===== config.mk =====
export PLATFORM = sky130hd
export DESIGN_NAME = ps2_tx
export DESIGN_NICKNAME = d
export VERILOG_FILES = /design/src/rtl/ps2_tx.sv
export SDC_FILE = /design/constraint.sdc
export NUM_CORES = 1
export LEC_CHECK = 0
export CAP_MARGIN = 20
export CORE_MARGIN = 3
export CORE_UTILIZATION = 45
export CTS_CLUSTER_DIAMETER = 30
export CTS_CLUSTER_SIZE = 8
export DETAILED_ROUTE_END_ITERATION = 8
export GPL_TIMING_DRIVEN = 0
export PLACE_DENSITY_LB_ADDON = 0.15
export SYNTH_ARGS = -nofsm -noshare
export SYNTH_HDL_FRONTEND = slang
export SYNTH_SLANG_ARGS = --single-unit

===== constraint.sdc =====
create_clock -name clk -period 2.3 [get_ports clk]
set_clock_uncertainty 0.1 [all_clocks]
set_input_delay 0.23 -clock clk [delete_from_list [all_inputs] [get_ports clk]]
set_output_delay 0.23 -clock clk [all_outputs]
set_load 0.05 [all_outputs]

===== src/rtl/ps2_tx.sv =====
// PS/2 host-to-device transmitter: sends a one- or two-byte command packet using the
// host-request protocol and checks the device ACK bit of each byte.
module ps2_tx #(
   parameter int INHIBIT_CYC = 5000,
   parameter int GAP_CYC     = 100000,
   parameter int TIMEOUT_CYC = 750000
) (
   input  logic        clk,
   input  logic        rst_b,
   input  logic [15:0] ps2_pkt_HD,
   input  logic        send_ps2_pkt,
   input  logic        ps2_clk_in,
   input  logic        ps2_data_in,
   output logic        ps2_clk_oe,
   output logic        ps2_data_oe,
   output logic        tx_busy,
   output logic        tx_done,
   output logic        tx_err
);

   localparam int CNT_MAX = (INHIBIT_CYC > GAP_CYC) ? INHIBIT_CYC : GAP_CYC;
   localparam int CW      = $clog2(CNT_MAX + 1);
   localparam int TW      = $clog2(TIMEOUT_CYC + 1);
   localparam logic [CW-1:0] INH_LAST = CW'(INHIBIT_CYC - 1);
   localparam logic [CW-1:0] GAP_LAST = CW'(GAP_CYC - 1);
   localparam logic [TW-1:0] TMO_LAST = TW'(TIMEOUT_CYC - 1);

   typedef enum logic [2:0] {
      S_IDLE, S_INHIBIT, S_REQ, S_SHIFT, S_ACK, S_GAP
   } state_t;

   state_t          r_state, w_state_nxt;
   logic            r_clk_s1, r_clk_s2, r_clk_d;
   logic            r_dat_s1, r_dat_s2;
   logic [CW-1:0]   r_cnt, w_cnt_nxt;
   logic [TW-1:0]   r_tmo, w_tmo_nxt;
   logic [3:0]      r_bitcnt, w_bitcnt_nxt;
   logic            r_idx, w_idx_nxt;
   logic [15:0]     r_pkt, w_pkt_nxt;
   logic            r_acked, w_acked_nxt;
   logic            r_clk_oe, w_clk_oe_nxt;
   logic            r_data_oe, w_data_oe_nxt;
   logic            r_done, w_done_nxt;
   logic            r_err, w_err_nxt;

   logic            w_fe;
   logic            w_has_hi;
   logic            w_more;
   logic [7:0]      w_byte;

   assign w_fe     = r_clk_d & ~r_clk_s2;
   assign w_has_hi = (r_pkt[15:8] != 8'h00);
   assign w_more   = ~r_idx & w_has_hi;
   assign w_byte   = w_more ? r_pkt[15:8] : r_pkt[7:0];

   assign ps2_clk_oe  = r_clk_oe;
   assign ps2_data_oe = r_data_oe;
   assign tx_busy     = (r_state != S_IDLE);
   assign tx_done     = r_done;
   assign tx_err      = r_err;

   always_ff @(posedge clk or negedge rst_b) begin
      if (!rst_b) begin
         r_clk_s1  <= 1'b0;
         r_clk_s2  <= 1'b0;
         r_clk_d   <= 1'b0;
         r_dat_s1  <= 1'b0;
         r_dat_s2  <= 1'b0;
         r_state   <= S_IDLE;
         r_cnt     <= '0;
         r_tmo     <= '0;
         r_bitcnt  <= '0;
         r_idx     <= 1'b0;
         r_pkt     <= '0;
         r_acked   <= 1'b0;
         r_clk_oe  <= 1'b0;
         r_data_oe <= 1'b0;
         r_done    <= 1'b0;
         r_err     <= 1'b0;
      end else begin
         r_clk_s1  <= ps2_clk_in;
         r_clk_s2  <= r_clk_s1;
         r_clk_d   <= r_clk_s2;
         r_dat_s1  <= ps2_data_in;
         r_dat_s2  <= r_dat_s1;
         r_state   <= w_state_nxt;
         r_cnt     <= w_cnt_nxt;
         r_tmo     <= w_tmo_nxt;
         r_bitcnt  <= w_bitcnt_nxt;
         r_idx     <= w_idx_nxt;
         r_pkt     <= w_pkt_nxt;
         r_acked   <= w_acked_nxt;
         r_clk_oe  <= w_clk_oe_nxt;
         r_data_oe <= w_data_oe_nxt;
         r_done    <= w_done_nxt;
         r_err     <= w_err_nxt;
      end
   end

   always_comb begin
      w_state_nxt   = r_state;
      w_cnt_nxt     = r_cnt;
      w_tmo_nxt     = r_tmo;
      w_bitcnt_nxt  = r_bitcnt;
      w_idx_nxt     = r_idx;
      w_pkt_nxt     = r_pkt;
      w_acked_nxt   = r_acked;
      w_clk_oe_nxt  = r_clk_oe;
      w_data_oe_nxt = r_data_oe;
      w_done_nxt    = 1'b0;
      w_err_nxt     = 1'b0;

      case (r_state)
         S_IDLE: begin
            w_clk_oe_nxt  = 1'b0;
            w_data_oe_nxt = 1'b0;
            if (send_ps2_pkt) begin
               w_pkt_nxt    = ps2_pkt_HD;
               w_idx_nxt    = 1'b0;
               w_cnt_nxt    = '0;
               w_clk_oe_nxt = 1'b1;
               w_state_nxt  = S_INHIBIT;
            end
         end
         S_INHIBIT: begin
            if (r_cnt == INH_LAST) begin
               // Clock released and data pulled in the same edge: the request/start bit.
               w_clk_oe_nxt  = 1'b0;
               w_data_oe_nxt = 1'b1;
               w_bitcnt_nxt  = '0;
               w_tmo_nxt     = '0;
               w_acked_nxt   = 1'b0;
               w_state_nxt   = S_REQ;
            end else begin
               w_cnt_nxt = r_cnt + 1'b1;
            end
         end
         S_REQ, S_SHIFT: begin
            w_tmo_nxt = r_tmo + 1'b1;
            if (w_fe) begin
               w_bitcnt_nxt = r_bitcnt + 1'b1;
               w_state_nxt  = S_SHIFT;
               if (r_bitcnt <= 4'd7) begin
                  w_data_oe_nxt = ~w_byte[r_bitcnt[2:0]];
               end else if (r_bitcnt == 4'd8) begin
                  // Odd parity bit is ~^byte; the line is pulled when it is 0.
                  w_data_oe_nxt = ^w_byte;
               end else begin
                  w_data_oe_nxt = 1'b0;
                  w_state_nxt   = S_ACK;
               end
            end
         end
         S_ACK: begin
            w_tmo_nxt = r_tmo + 1'b1;
            if (!r_acked) begin
               if (w_fe) begin
                  if (!r_dat_s2) begin
                     w_acked_nxt = 1'b1;
                  end else begin
                     w_err_nxt   = 1'b1;
                     w_state_nxt = S_IDLE;
                  end
               end
            end else if (r_clk_s2) begin
               if (w_more) begin
                  w_cnt_nxt   = '0;
                  w_state_nxt = S_GAP;
               end else begin
                  w_done_nxt  = 1'b1;
                  w_state_nxt = S_IDLE;
               end
            end
         end
         S_GAP: begin
            if (r_cnt == GAP_LAST) begin
               w_cnt_nxt    = '0;
               w_idx_nxt    = 1'b1;
               w_clk_oe_nxt = 1'b1;
               w_state_nxt  = S_INHIBIT;
            end else begin
               w_cnt_nxt = r_cnt + 1'b1;
            end
         end
         default: w_state_nxt = S_IDLE;
      endcase

      // Timeout overrides anything decided above, including an ACK/NACK on the same edge.
      if ((r_state == S_REQ || r_state == S_SHIFT || r_state == S_ACK) && r_tmo == TMO_LAST) begin
         w_state_nxt   = S_IDLE;
         w_clk_oe_nxt  = 1'b0;
         w_data_oe_nxt = 1'b0;
         w_done_nxt    = 1'b0;
         w_err_nxt     = 1'b1;
      end
   end

endmodule


### Yosys cells after proc, flatten, opt, wreduce, memory -nomap -nowiden

Cells that the tools add are included.

* bits in registers: 71
* bits in writable memories: 0
* latch bits: 0
* input port bits: 21
* word-level logic and storage cells: 130
* bits in read-only memories: 0
* memories: 0

* multiplexer cells: 55
* shift operators: 0
* $lt $le $gt $ge: 2
* bitwise logic cells: 5
* reduce and logical (&&, ||, !) cells: 25
* eq/ne operators: 24
* divide/modulo/power cells: 0
* $mul: 0
* $add $sub $neg: 3

Operators by type and width (count)
* 17-bit 2-to-1 mux: 6
* 17-bit one-hot mux with 4 select lines: 1
* 20-bit one-hot mux with 2 select lines: 1
* 3-bit 2-to-1 mux: 12
* 1-bit 2-to-1 mux: 24
* 20-bit by 1-bit adder with 20-bit output, second input constant: 1
* 20-bit equality test, second input constant: 1
* 20-bit 2-to-1 mux: 1
* 17-bit by 1-bit adder with 17-bit output, second input constant: 1
* 17-bit by 13-bit equality test with 1-bit output, second input constant: 1
* 17-bit equality test, second input constant: 1
* 2-bit != test, second input constant: 8
* 3-bit one-hot mux with 5 select lines: 1
* 3-bit != test, second input constant: 4
* 4-bit by 3-bit != test with 1-bit output, second input constant: 3
* 3-bit AND reduction: 4
* 4-bit nonzero test: 3
* 4-bit 2-to-1 mux: 2
* 8-bit 2-to-1 mux: 1
* 4-bit one-hot mux with 2 select lines: 1
* 2-bit nonzero test: 4
* 8-bit nonzero test: 1
* 8-bit XOR reduction: 1
* 7-bit AND reduction: 1
* other kinds (20): 30

### Longest topological paths before layout

Gate-level depths: netlist of run 1.

* depth after elaboration: 10
* depth in mapped cells: 9
* gate-level depth less buffers: 8

### Worst setup path before layout of run 1

Ideal clock, no wire load.

* path kind: reg2reg
* from: register r_cnt[0]
* to: register r_cnt[2]
* arrival: 1.956 ns
* setup time: 0.118 ns
* slack: 0.126 ns
* buffers on the path: 1
* stages on the path, launching flop included: 9
* data required time: 2.082 ns
* path through: dfrtp_1 ha_1 and4bb_2 and4_4 and2_1 clkbuf_1 or2_2 a21o_1 a21o_1

* longest elaborated chain between the ends: 3

RTL lines
* start: declaration: line 35 `logic [CW-1:0] r_cnt, w_cnt_nxt;`
* start signal: assignment: line 87 `r_cnt <= w_cnt_nxt;`
* 17-bit by 1-bit adder with 17-bit output, or another cell as far along: line 135, 182
* 17-bit 2-to-1 mux, or another cell as far along: line 176 `if (r_cnt == GAP_LAST) begin`
* 17-bit one-hot mux with 4 select lines or 6-bit AND reduction (tied branches)

Parallel ways exist; a longest one is shown, timed or not. The select of a mux whose other input is x is not followed.
A chain may end at the register's enable or synchronous reset.

### Worst setup path after layout of run 1

* from: register r_pkt[13]
* to: register r_data_oe (netlist: ps2_data_oe)

* longest elaborated chain between the ends: 10

RTL lines
* start: declaration: line 39 `logic [15:0] r_pkt, w_pkt_nxt;`
* start signal: assignment: line 91 `r_pkt <= w_pkt_nxt;`
* 8-bit nonzero test: line 52 `assign w_has_hi = (r_pkt[15:8] != 8'h00);`
* 1-bit bitwise AND: line 53 `assign w_more = ~r_idx & w_has_hi;`
* 8-bit 2-to-1 mux *: line 54 `assign w_byte = w_more ? r_pkt[15:8] : r_pkt[7:0];`
* 1-bit binary-select mux with 3-bit select: line 144 `w_data_oe_nxt = ~w_byte[r_bitcnt[2:0]];`
* 1-bit 2-to-1 mux (implied by the code): line 144
* 1-bit inverter: line 144
* 1-bit 2-to-1 mux *: line 143 `if (r_bitcnt <= 4'd7) begin`
* 1-bit 2-to-1 mux *: line 140 `if (w_fe) begin`
* 1-bit one-hot mux with 3 select lines *: line 113 `case (r_state)`
* 1-bit 2-to-1 mux *: line 189 `if ((r_state == S_REQ || r_state == S_SHIFT || r_state == S_ACK) && r_tmo == TMO_LAST) begin`
* end signal: assignment: line 94 `r_data_oe <= w_data_oe_nxt;`
* end: declaration: line 42 `logic r_data_oe, w_data_oe_nxt;`

Mark *: on every way between the ends. The rest lies on a longest branch, timed or not. The select of a mux whose other input is x is not followed.

==> results of run 1 <==
[routing by layer]
layer,share of wire,GRT usage
met1,0.44,0.260
met4,0.012,0.0603
met3,0.043,0.0388
met2,0.51,0.320
met5,0,0
[power breakdown]
group | switching, mW | total [mW] | internal, mW
registers | 0.414 | 1.98 | 1.57
logic | 1.41 | 2.64 | 1.23
clock network | 0.541 | 0.953 | 0.412
total | 2.36 | 5.57 | 3.21
[sequential cells by signal, indices dropped and copies added (netlist names)]
signal	cells
r_idx	1
ps2_data_oe	1
tx_done	1
r_clk_s2	1
r_state	3
r_dat_s2	1
r_acked	1
r_tmo	20
r_cnt	17
r_bitcnt	4
r_dat_s1	1
r_clk_d	1
r_clk_s1	1
tx_err	1
r_pkt	16
ps2_clk_oe	1
[cells in the mapped netlist, types with 2 or more instances]
cell type / number
inv_1: 17
mux2_2: 16
and4_1: 5
nand4b_1: 7
nand2b_1: 7
mux2i_1: 9
o21ai_0: 21
clkbuf_1: 9
o22ai_1: 3
dfrtp_1: 71
xor2_1: 2
o21ai_1: 2
a31oi_1: 2
ha_1: 4
or4_1: 6
o221ai_1: 2
or3_1: 8
o211ai_1: 2
o31ai_1: 7
buf_2: 6
nand3b_1: 2
or2_2: 2
nor2b_1: 5
nand3_1: 22
a32o_1: 5
nor4_1: 4
xnor2_1: 22
nor2_1: 30
and4bb_2: 2
nor4b_1: 5
nor4_4: 2
a21oi_1: 22
and2_1: 2
o311ai_0: 2
nor3_1: 9
a211oi_1: 6
a21o_1: 3
nand4_1: 10
and3_1: 8
nand2_1: 32
[cells by family (layout without fill, tap and decap cells)]
logic type | count (synthesis) | after routing
AO/OA/AOI/OAI | 87 | 88
XOR/XNOR | 24 | 24
adder cells (fa/ha/maj) | 4 | 4
buffers and inverters | 33 | 88
flip-flops | 71 | 71
multiplexers | 26 | 26
AND/OR/NAND/NOR | 173 | 173
[worst reg2reg max path, cell delays in order, from the launching register on]
cell and delay (ps):
dfrtp_2 470, nor4_4 270, buf_4 200, nand4b_1 110, a32o_2 290, mux4_2 460
a221oi_2 250, o21ai_1 90
[timing repair]
| item | CTS | global route |
|---|---|---|
| setup endpoints to repair | 46 | 42 |
| pin swaps | 3 | 11 |
| cloned | 0 | 2 |
| endpoints found under the hold margin | 71 | 0 |
| setup buffers | 6 | 7 |
| hold buffers | 1 | 0 |
| resized for setup | 14 | 37 |
[through the flow]
step                setup WS (ps)  utilization  power, mW  hold WS [ps]  cell area [sq um]
floorplan                     126            -       3.68          -166               4070
global placement            -1630        0.509       4.21           232               4460
detailed placement           -287        0.511       4.28          11.0               4480
CTS                          2.46        0.542       5.33           179               4750
global route                 -116        0.567       5.99           184               4970
finish                      -41.0        0.567       5.57           169               4970
[worst max path at each step]
stage | start | end | slack (ps)
finish | r_pkt[13]$_DFFE_PN0P_ | ps2_data_oe$_DFFE_PN0P_ | -40
global route | r_pkt[14]$_DFFE_PN0P_ | ps2_data_oe$_DFFE_PN0P_ | -120
CTS | r_cnt[0]$_DFFE_PN0P_ | r_cnt[2]$_DFFE_PN0P_ | 2
detailed placement | r_cnt[0]$_DFFE_PN0P_ | r_tmo[17]$_DFFE_PN0P_ | -290
global placement | rst_b | r_clk_s1$_DFF_PN0_ | -1630
floorplan | r_cnt[0]$_DFFE_PN0P_ | r_cnt[2]$_DFFE_PN0P_ | 130
[layout make-up]
class	count	area, sq um	share of cell area
Buffer	14	80.1	0.0161
Inverter	17	63.8	0.0128
Clock buffer	9	124	0.0249
Clock inverter	7	61.3	0.0123
Tap cell	108	135	0.0272
Timing Repair Buffer	41	407	0.0819
Multi-Input combinational cell	315	2310	0.465
Sequential cell	71	1790	0.360
==> out/metrics.yaml, run 1 <==
status: "finished with violations"
failed_checks: "setup timing"
p_leak_nw: 1.93
syn_area_per_cell_sq_um: 9.74
placed_cells: 552
gp_congestion: 0.831
hpwl_mm: 6.64
drv_slew: 0
rsz0062_at_grt: "true"
critPathKind: "reg2reg"
synthXorXnorAreaFrac: 0.0516
mostFrequentLayoutCells: "dfrtp_1 (63), nand2_1 (32), nor2_1 (28)"
dieHeight_um: 101
num-fill-cells: 802
io_buffers: 25
dr.pass1.iters: 5
grt_pass1_vias: 3270
core_area_sq_um: 8760
yosysTopAreaCell: "dfrtp_1"
grt_max_degree: 58
maxSlewHeadroom: 0.592
numCtsBuffers: 9
ir_worst_vdd_v: 0.000693
cp_max_fo: 7
cpLargestDelayFamily: "compound AO/OA/AOI/OAI gates"
die_width_um: 101
via_per_inst: 5.97
worstPathArrival_ps: 2490
path_buf_inv: 1
layout-drive-gt1-share: 0.228
cpMaxStageDelayCell: "dfrtp_2"
slowest_delay_ps: 470
clk_latency_ps: 360
ys_seq_area_frac: 0.436
antennaDiodeCount: 0
yosys-mux-area-fraction: 0.0719
synth_cells: 418
nets: 494
wl_per_cell_um: 17.0
synth_fa_ha_area_frac: 0.0123
start_kind: "flip-flop"
r2r-end: "ps2_data_oe$_DFFE_PN0P_"
final_cells: 582
cts_tree: "built"
hold_class: "in2async"
yosys.area.top_type_share: 0.436
synth_edf_count: 0
r2r-start: "r_pkt[13]$_DFFE_PN0P_"
wl_mm: 9.87
synthArstFlopShare: 1.00
worst_slack_ps: -41.0
grt_pass1_wl_mm: 16.0
synth.area.top_cells: "dfrtp_1 (44%), xnor2_1 (4.7%), mux2_2 (4.4%)"
critical_path_depth: 7
root_buffer: "clkbuf_8"
synth-compound-area-share: 0.143
synth_top_family_by_area: "simple AND/OR/NAND/NOR gates"
synth_fp_nets: 443
grt_usage: 0.195
setup-tns-final_ps: -41.0
r2r_slack_ps: -40
drc: 0
start_util: 0.465
synth_seq_cells: 71
ant_nets: 0
max_freq_mhz: 427
area_delta_synth_final_pct: 22.0
synthesis.area_sq_um: 4070
synth_ff_type: "dfrtp_1"
first_iter_violations: 131
fin_crit_sh: 1.02
clkSinkCount: 71
fin_crit_ps: 2340
max-clock-path-buffers: 2
worst_slew_pin_slew_ps: 611
grt_overflow_total: 0
worstPathCellList: "nor4_4 -> buf_4 -> nand4b_1 -> a32o_2 -> mux4_2 -> a221oi_2 -> o21ai_1"
final_common_cell: "dfrtp_1"
clkTransAtPathRegs_ps: 90
netlist-cell-type-count: 57
yosys.area_share.simple: 0.250
pin_count: 26
critical_path_required_ps: 2450
endpoint_kind: "flip-flop"
core.rowCount: 34
num_vias: 3475
rr_worst_depth: 7
ys_warn_count: 0
max-cap-violations: 0
antenna_found_initial: 0
cts_max_level: 3
dieArea_sq_um: 10200
hold_viol: 0
power_density_nw_per_um2: 1120
report.final.setup_viol: 1
Note: power is estimated with default switching activity, not from simulation.
==> inputs of run 2 (changes only) <==
--- a/config.mk
+++ b/config.mk
@@ -5,13 +5,13 @@
 export SDC_FILE = /design/constraint.sdc
 export NUM_CORES = 1
 export LEC_CHECK = 0
-export CAP_MARGIN = 20
 export CORE_MARGIN = 3
-export CORE_UTILIZATION = 45
+export CORE_UTILIZATION = 35
 export CTS_CLUSTER_DIAMETER = 30
 export CTS_CLUSTER_SIZE = 8
 export DETAILED_ROUTE_END_ITERATION = 8
 export GPL_TIMING_DRIVEN = 0
+export HOLD_SLACK_MARGIN = 0.15
 export PLACE_DENSITY_LB_ADDON = 0.15
 export SYNTH_ARGS = -nofsm -noshare
 export SYNTH_HDL_FRONTEND = slang
==> run 2 against run 1 <==
Core utilization shrank 10 points. Highest routed layer unchanged. The flow now finishes without violations. Worst setup slack gained 46 ps. Register-to-register slack gained 50 ps. Flip-flop and latch count is the same. Largest power group unchanged. Design area rose by 3.2%. Sequential share of layout area decreased by 1.2 points. First-iteration DRC count is 41% higher. Maximum frequency up 2.0%.
==> out/metrics.yaml, run 2 (synthesized netlist as in run 1, its figures left out) <==
mostFrequentLayoutCells: "dfrtp_1 (66), nand2_1 (32), nor2_1 (27)"
dieArea_sq_um: 13000  # +27%
top_register: "r_tmo"
critPathKind: "reg2reg"
dpl_cell_area_sq_um: 4520  # +0.89%
hpwl_mm: 7.03  # +5.8%
drv_slew: 0  # unchanged
critical_path_required_ps: 2420  # -30 ps
worstPathArrival_ps: 2410  # -80 ps
num_vias: 3430  # -1.3%
endpoint_kind: "flip-flop"
pre_cts_ws_ps: -331  # -44.0 ps
grt_pass1_vias: 3374  # +3.2%
fin_crit_sh: 0.998  # -0.0198
cts_tree: "built"
final_cells: 611  # +5.0%
r2r_slack_ps: 5  # +50 ps
power_density_nw_per_um2: 1180  # +4.9%
largest_reg_flops: 20  # unchanged
reg.largest.list: "r_tmo: 20 flops, r_cnt: 17 flops, r_pkt: 16 flops"
via_per_inst: 5.61  # -6.0%
final_common_cell: "dfrtp_1"
dr.pass1.iters: 4  # -1
r2r-end: "ps2_data_oe$_DFFE_PN0P_"
die_width_um: 114  # +13%
grt_pass1_wl_mm: 16.8  # +5.3%
gp_congestion: 0.805  # -3.1%
drc: 0  # unchanged
grt_overflow_total: 0  # unchanged
io_buffers: 25  # unchanged
critical_path.startpoint: "r_pkt[14]$_DFFE_PN0P_"
pin_count: 26  # unchanged
r2r-start: "r_pkt[14]$_DFFE_PN0P_"
worstPathCellList: "nor4_4 -> buf_6 -> nand4b_1 -> a32o_1 -> mux4_2 -> a221oi_2 -> o21ai_1"
path_buf_inv: 1  # unchanged
antennaDiodeCount: 0  # unchanged
clkTransAtPathRegs_ps: 60  # -30 ps
start_kind: "flip-flop"
p_leak_nw: 1.96  # +1.8%
slowest_delay_ps: 470  # about the same
layout-drive-gt1-share: 0.219  # -0.00916
ir_worst_vdd_v: 0.000560  # -19%
dieHeight_um: 114  # +13%
max_freq_mhz: 436  # +2.0%
grt_usage: 0.162  # -0.0328
cpLargestDelayFamily: "compound AO/OA/AOI/OAI gates"
clk_latency_ps: 330  # -30 ps
core.rowCount: 38  # +12%
worst_slew_pin_slew_ps: 607  # -4.17 ps
core_area_sq_um: 11100  # +26%
fin_crit_ps: 2300  # -45.6 ps
antenna_found_initial: 0  # unchanged
root_buffer: "clkbuf_16"
rr_worst_depth: 7  # unchanged
final_area_sq_um: 5130  # +3.2%
worst_slack_ps: 4.64  # +45.6 ps
placed_cells: 584  # +5.8%
wl_mm: 10.2  # +3.3%
report.final.setup_viol: 0  # -1
area_delta_synth_final_pct: 25.9
first_iter_violations: 185  # +41%
rsz0062_at_grt: "true"
grt_max_degree: 59  # +1.7%
clkSinkCount: 71  # unchanged
hold_viol: 0  # unchanged
setup-tns-final_ps: 0  # +41.0 ps
status: "finished, final reports clean"
cts_max_level: 3  # unchanged
nets: 491  # -0.61%
hold_class: "in2async"
final_util: 0.463  # -0.104
cpMaxStageDelayCell: "mux4_2"
wl_per_cell_um: 16.7  # -1.6%
cp_max_fo: 6  # -1
max-cap-violations: 0  # unchanged
start_util: 0.368  # -0.0971
max-clock-path-buffers: 2  # unchanged
ant_nets: 0  # unchanged
maxSlewHeadroom: 0.593  # +0.000893
numCtsBuffers: 9  # unchanged
-- run 2: cell types whose count changed in the layout (fill, tap and decap cells not counted), moves of 2 or more --
cell	previous run	this run
dfrtp_2	8	5
buf_4	14	10
o311ai_1	2	0
buf_6	0	2
a32o_2	2	0
o31ai_2	4	1
a32o_1	3	5
clkbuf_4	2	0
clkbuf_8	9	0
o31ai_4	0	2
o311ai_2	0	2
dfrtp_1	63	66
clkbuf_16	1	10
-- run 2: what timing repair did --
action                                  CTS  global route
endpoints found under the hold margin    71             0
gates cloned                              0             2
pin swaps                                 4            16
endpoints found under the setup margin   48            39
setup buffers                             4             6
resized for setup                        12            41
hold buffers                              1             0
-- run 2: where the power goes --
group          internal (mW)  switching (mW)  leakage [nW]  total [mW]
clock                  0.851           0.572         0.139        1.42
combinational           1.21            1.43         0.906        2.64
sequential              1.57           0.409         0.917        1.97
-- run 2: metal layers --
metal	vias up	global-route usage	part of all wire
met3	12	0.0286	0.040
met1	1699	0.209	0.44
met5	-	0	0
met2	62	0.272	0.50
met4	0	0.0578	0.014
li1	1657	-	-
-- run 2: through the flow --
step | hold WS (ps) | power [mW]
floorplan | -166 | 3.68
global placement | 233 | 4.25
detailed placement | 8.81 | 4.31
CTS | 200 | 5.81
global route | 221 | 6.43
finish | 194 | 6.03
-- run 2: worst max path at each step --
stage                                         end  slack (ps)  depth (start not counted)
after global placement         r_clk_s1$_DFF_PN0_       -1690                          1
final                     ps2_data_oe$_DFFE_PN0P_           5                          7
after detailed placement     r_tmo[5]$_DFFE_PN0P_        -330                          7
after CTS                 ps2_data_oe$_DFFE_PN0P_         -30                          7
after global routing        r_cnt[13]$_DFFE_PN0P_        -120                          7
after floorplan              r_cnt[2]$_DFFE_PN0P_         130                          8
-- run 2: worst reg2reg max path, cell delays in order, from the launching register on --
cell and delay (ps):
dfrtp_2 460, nor4_4 290, buf_6 160, nand4b_1 90, a32o_1 290, mux4_2 470
a221oi_2 240, o21ai_1 80
-- run 2: layout make-up --
type                    instances  area, sq um
clock inverters                 7         78.8
flip-flops and latches         71         1780
inverters                      17         63.8
plain buffers                  14         81.3
well taps                     140          175
fillers                      1061         5950
clock buffers                   9          225
repair buffers                 38          388
multi-input cells             315         2330
